`config.mk`:
```
export PLATFORM = sky130hd
export DESIGN_NAME = rr_bus_arbiter
export DESIGN_NICKNAME = d
export VERILOG_FILES = /design/src/rtl/arb_pkg.sv /design/src/rtl/rr_priority_pick.sv /design/src/rtl/rr_bus_arbiter.sv
export SDC_FILE = /design/constraint.sdc
export NUM_CORES = 1
export LEC_CHECK = 0
export BUFFER_PORTS_ARGS = -buffer_cell sky130_fd_sc_hd__buf_2
export CORE_AREA = 2 2 39 41
export CTS_CLUSTER_SIZE = 8
export DETAILED_ROUTE_END_ITERATION = 10
export DIE_AREA = 0 0 41 43
export GPL_ROUTABILITY_DRIVEN = 0
export SLEW_MARGIN = 0
export SYNTH_ARGS = -nofsm -noshare
export SYNTH_HDL_FRONTEND = slang
export SYNTH_SLANG_ARGS = --single-unit
```
`constraint.sdc`:
```
create_clock -name clk -period 2.25 [get_ports clk]
set_clock_uncertainty 0.15 [all_clocks]
set_input_delay 0.1125 -clock clk [delete_from_list [all_inputs] [get_ports clk]]
set_output_delay 0.1125 -clock clk [all_outputs]
set_load 0.03 [all_outputs]
```
`src/rtl/arb_pkg.sv`:
```
`default_nettype none
// ============================================================================
//  Module      : arb_pkg
//  Description : Shared types and constants for the round-robin bus arbiter.
//                arb_state_t - arbiter FSM states
//                MAX_MASTERS - upper bound on the number of masters supported
//  Revision    : 1.0 - initial release
// ============================================================================
package arb_pkg;

    typedef enum logic [1:0] {
        ARB_IDLE        = 2'd0,
        ARB_GRANT       = 2'd1,
        ARB_GRANT_SPLIT = 2'd2
    } arb_state_t;

    localparam int MAX_MASTERS = 8;

endpackage
`default_nettype wire

```
`src/rtl/rr_priority_pick.sv`:
```
`default_nettype none
// ============================================================================
//  Module      : rr_priority_pick
//  Description : Combinational round-robin picker. Searches the request
//                vector (minus the exclude mask) starting at last_owner+1,
//                wrapping from N_MASTERS-1 to 0. last_owner itself is
//                searched last.
//  Ports       : req        [N_MASTERS-1:0] in  request vector
//                last_owner [IDW-1:0]       in  most recently granted master
//                exclude    [N_MASTERS-1:0] in  requests to ignore this cycle
//                pick       [N_MASTERS-1:0] out one-hot winner
//                pick_idx   [IDW-1:0]       out winner index
//                pick_valid                 out a winner exists
//  Revision    : 1.0 - initial release
// ============================================================================
module rr_priority_pick #(
    parameter int N_MASTERS = 2,
    parameter int IDW       = $clog2(N_MASTERS)
) (
    input  logic [N_MASTERS-1:0] req,
    input  logic [IDW-1:0]       last_owner,
    input  logic [N_MASTERS-1:0] exclude,
    output logic [N_MASTERS-1:0] pick,
    output logic [IDW-1:0]       pick_idx,
    output logic                 pick_valid
);

    logic [N_MASTERS-1:0] w_cand;

    assign w_cand = req & ~exclude;

    // Walk the ring from the farthest position to the nearest one; each hit
    // overwrites the previous, so the nearest candidate after last_owner wins.
    always_comb begin
        pick       = '0;
        pick_idx   = '0;
        pick_valid = 1'b0;
        for (int i = N_MASTERS; i >= 1; i--) begin
            if (w_cand[(int'(last_owner) + i) % N_MASTERS]) begin
                pick       = '0;
                pick[(int'(last_owner) + i) % N_MASTERS] = 1'b1;
                pick_idx   = IDW'((int'(last_owner) + i) % N_MASTERS);
                pick_valid = 1'b1;
            end
        end
    end

endmodule
`default_nettype wire

```
`src/rtl/rr_bus_arbiter.sv`:
```
`default_nettype none
// ============================================================================
//  Module      : rr_bus_arbiter
//  Description : N-master bus arbiter with a split-transaction channel,
//                round-robin fairness, back-to-back handoff and optional
//                bounded grant tenure. N_MASTERS legal range is 2..8.
//  Ports       : clk                           clock, rising edge
//                rst                           synchronous active-high reset
//                req         [N_MASTERS-1:0]   per-master level requests
//                req_split                     split-resume request
//                grant       [N_MASTERS-1:0]   one-hot master grant (reg)
//                grant_split                   split-channel grant (reg)
//                owner_id    [IDW-1:0]         index of granted master (reg)
//                bus_busy                      any grant active (reg)
//  Revision    : 1.0 - initial release
// ============================================================================
module rr_bus_arbiter
    import arb_pkg::*;
#(
    parameter  int N_MASTERS  = 2,
    parameter  int MAX_TENURE = 0,
    localparam int IDW        = $clog2(N_MASTERS)
) (
    input  logic                 clk,
    input  logic                 rst,
    input  logic [N_MASTERS-1:0] req,
    input  logic                 req_split,
    output logic [N_MASTERS-1:0] grant,
    output logic                 grant_split,
    output logic [IDW-1:0]       owner_id,
    output logic                 bus_busy
);

    arb_state_t           r_state;
    logic [IDW-1:0]       r_last_owner;

    logic [N_MASTERS-1:0] w_exclude;
    logic [N_MASTERS-1:0] w_pick;
    logic [IDW-1:0]       w_pick_idx;
    logic                 w_pick_valid;
    logic                 w_release;
    logic                 w_preempt;
    logic                 w_decide;
    logic                 w_go_split;
    logic                 w_go_master;

    // While a master holds the bus, the registered one-hot grant is exactly
    // the owner mask, so it doubles as the exclude mask for re-arbitration.
    assign w_exclude = (r_state == ARB_GRANT) ? grant : '0;
    assign w_release = (r_state == ARB_GRANT) && ((req & grant) == '0);

    assign w_decide    = (r_state == ARB_IDLE)
                       || ((r_state == ARB_GRANT) && (w_release || w_preempt))
                       || ((r_state == ARB_GRANT_SPLIT) && !req_split);
    // req_split is necessarily low when leaving ARB_GRANT_SPLIT, so it only
    // wins from idle or from a master release/preemption.
    assign w_go_split  = w_decide && req_split;
    assign w_go_master = w_decide && !req_split && w_pick_valid;

    rr_priority_pick #(
        .N_MASTERS (N_MASTERS),
        .IDW       (IDW)
    ) u_pick (
        .req        (req),
        .last_owner (r_last_owner),
        .exclude    (w_exclude),
        .pick       (w_pick),
        .pick_idx   (w_pick_idx),
        .pick_valid (w_pick_valid)
    );

    generate
        if (MAX_TENURE > 0) begin : g_tenure
            localparam int TW = $clog2(MAX_TENURE + 1);

            logic [TW-1:0] r_tenure;
            logic          w_others;

            assign w_others = ((req & ~grant) != '0) || req_split;

            // Counter sits at MAX_TENURE-1 from the owner's last allowed
            // cycle onward, so a requester arriving late still triggers the
            // handoff on the next edge.
            always_ff @(posedge clk) begin
                if (rst) begin
                    r_tenure <= '0;
                end else if (w_go_master) begin
                    r_tenure <= '0;
                end else if ((r_state == ARB_GRANT) &&
                             (r_tenure != TW'(MAX_TENURE - 1))) begin
                    r_tenure <= r_tenure + 1'b1;
                end
            end

            assign w_preempt = (r_state == ARB_GRANT)
                             && (r_tenure == TW'(MAX_TENURE - 1))
                             && w_others;
        end else begin : g_no_tenure
            assign w_preempt = 1'b0;
        end
    endgenerate

    always_ff @(posedge clk) begin
        if (rst) begin
            r_state      <= ARB_IDLE;
            r_last_owner <= IDW'(N_MASTERS - 1);
            grant        <= '0;
            grant_split  <= 1'b0;
            owner_id     <= '0;
            bus_busy     <= 1'b0;
        end else if (w_decide) begin
            if (w_go_split) begin
                r_state     <= ARB_GRANT_SPLIT;
                grant       <= '0;
                grant_split <= 1'b1;
                bus_busy    <= 1'b1;
            end else if (w_go_master) begin
                r_state      <= ARB_GRANT;
                grant        <= w_pick;
                grant_split  <= 1'b0;
                owner_id     <= w_pick_idx;
                r_last_owner <= w_pick_idx;
                bus_busy     <= 1'b1;
            end else begin
                r_state     <= ARB_IDLE;
                grant       <= '0;
                grant_split <= 1'b0;
                bus_busy    <= 1'b0;
            end
        end
    end

endmodule
`default_nettype wire

```
==> metrics.yaml <==
most-common-layout-cells: "9 x buf_2, 7 x dfxtp_1, 5 x nand2_1, 5 x a21oi_1"
fin_setup_tns_ns: 0
first_pass_iters: 4
critPathBufInv: 2
clk_pin_slew_ns: 0.05
ff2ff_setup_slack_ns: 0.66
synth_fa_ha_area_share_pct: 0
setup_viol: 0
overflow: 0
cts_resized: 0
wl_per_cell_um: 11.2
clockRootBuffer: "clkbuf_4"
start_util_pct: 25.3
finalPower_mw: 0.333
fin_crit_sh_pct: 72.8
power.leakage_nw: 0.198
fp-row-count: 14
tightest_slew_ns: 0.242
final_antenna_net_count: 0
post_cts_buffers: 0
hold_ws_ns: 0.130
grt_pass1_vias: 290
vias: 352
h-tree-depth: 1
slew_viol_final: 0
synth_xor_area_share_pct: 0
core_area_um2: 1380
drc_errors: 0
die_h_um: 43
finalHoldViolCount: 0
die_w_um: 41
cp_max_fo: 5
critical_path_arrival_ns: 1.67
ir_drop_v: 0.000335
critical_path.top_delay_family: "buffers and inverters"
placed_cells: 63
rr_startpoint: "grant[0]"
synth-compound-area-share_pct: 40.4
path_cells: "dlygate4sd3_1 -> buf_2 -> or2_2 -> o31a_1 -> a211o_1 -> o2bb2ai_1"
crit_cells: 6
grt_pass1_wl_mm: 1.21
hold_depth: 4
synth_top_family_by_area: "compound AO/OA/AOI/OAI gates"
clk_latency_ns: 0.26
ys_types: 21
setup_slack_ns: 0.612
yosys_warnings: 0
cts_tree: "built"
postCtsHoldBufs: 2
fin_util_pct: 33.1
design_area_um2: 458
synthCells: 39
rr_worst_depth: 4
nets: 59
grt_max_degree: 10
max-cap-violations: 0
stdcell_count: 69
r2r-end: "r_last_owner"
dieArea_um2: 1760
ys_seq_area_share_pct: 40.0
clock_sinks: 7
status: "finished, final reports clean"
hp-class: "input pin to flop"
syn2layout_area_growth_pct: 30.7
insertedDiodeCount: 0
synth-seq-cells: 7
crit_start: "req_split"
dpl_cell_area_um2: 412
routed_wirelength_um: 770
endpoint: "owner_id"
synth-simple-area-share_pct: 18.6
synthesis.area_um2: 350
viasPerCell: 5.10
n_fill_cell: 154
max_stage_delay_ns: 0.54
cts_made_buffers: 3
dp_slack_ns: 0.668
rsz0062_at_grt: "no"
fin_crit_ns: 1.64
hpwl_um: 550
io_buffer_count: 9
muxShareOfSynthArea_pct: 0
crit_required_ns: 2.29
slew_headroom_pct: 83.8
fmax_mhz: 610
critical_path_class: "input pin to flop"
cpMaxStageDelayCell: "dlygate4sd3_1"
grt_usage_pct: 10.4
grt_antenna_before_repair: 0
final_common_cell: "buf_2"
synth_fp_nets: 44
start_kind: "input pin"
p_per_area_nw_per_um2: 727
drive_above_1_share_pct: 30.2
worstSetupEndpointType: "flop"
syn_avg_cell_area_um2: 8.98
clk_path_buf_depth: 2
drtIter0Drc: 7
boundaryPins: 10
how the worst min path moves through the flow:
stage	end	slack [ns]	startpoint
after floorplan	grant_split	0.1	req_split
after global placement	grant_split	0.24	rst
after detailed placement	r_state[0]	0.24	rst
after CTS	r_state[0]	0.12	req[0]
after global routing	r_state[0]	0.17	req[0]
final	r_state[0]	0.13	req[0]
flip-flops by register name, indices dropped and copies added, names as in the netlist:
| name | flops |
|---|---|
| grant | 2 |
| grant_split | 1 |
| r_last_owner | 1 |
| bus_busy | 1 |
| owner_id | 1 |
| r_state | 1 |
worst reg2reg max path, cell delays in order (launching register included):
cell and delay (ns):
dfxtp_1 0.34, a22o_4 0.27, o21a_1 0.16, a211o_1 0.26
a211o_1 0.29
cells in the mapped netlist:
| library cell | number | area share [%] |
|---|---|---|
| a21o_2 | 1 | 2.5 |
| nand2_1 | 5 | 5.4 |
| a211oi_1 | 1 | 2.1 |
| a21oi_1 | 5 | 7.1 |
| o2bb2ai_1 | 1 | 2.5 |
| nor2b_1 | 1 | 1.8 |
| a211o_1 | 3 | 7.5 |
| o21a_1 | 1 | 2.1 |
| and2_2 | 1 | 2.1 |
| a21o_1 | 1 | 2.1 |
| buf_1 | 1 | 1.1 |
| o21ai_1 | 1 | 1.4 |
| dfxtp_1 | 7 | 40 |
| o31a_1 | 1 | 2.5 |
| nand3_1 | 1 | 1.4 |
| or2_2 | 1 | 1.8 |
| nand3b_1 | 2 | 4.3 |
| o21ai_0 | 2 | 2.9 |
| nand2b_1 | 1 | 1.8 |
| o32ai_1 | 1 | 2.5 |
| a22o_4 | 1 | 5.0 |
kinds of logic after synthesis:
| family | count (synthesis) |
|---|---|
| compound gates | 19 |
| buf+inv | 1 |
| flops | 7 |
| simple gates | 12 |
power by group:
part / leakage, nW / internal (mW) / switching, mW
logic: 0.125 / 0.0293 / 0.0394
clock network: 0.0150 / 0.0680 / 0.0513
registers: 0.0579 / 0.134 / 0.0106
total: 0.198 / 0.232 / 0.101
area by class of cell:
class                           instances  area (um2)  share of cell area [%]
Tap cell                               16        20.0                    4.37
Timing Repair Buffer                   11        65.1                    14.2
Clock buffer                            4        26.3                    5.74
Sequential cell                         7         140                    30.6
Multi-Input combinational cell         31         206                    45.1
routing by layer:
layer  track usage (%)  wire length [um]  vias up
met4              8.00                27        0
met3              1.57                30        2
met1              14.6               375      160
met2              13.4               336       11
met5                 0                 0        -
li1                  -                 -      179
Power figures use the tool's default switching activity.
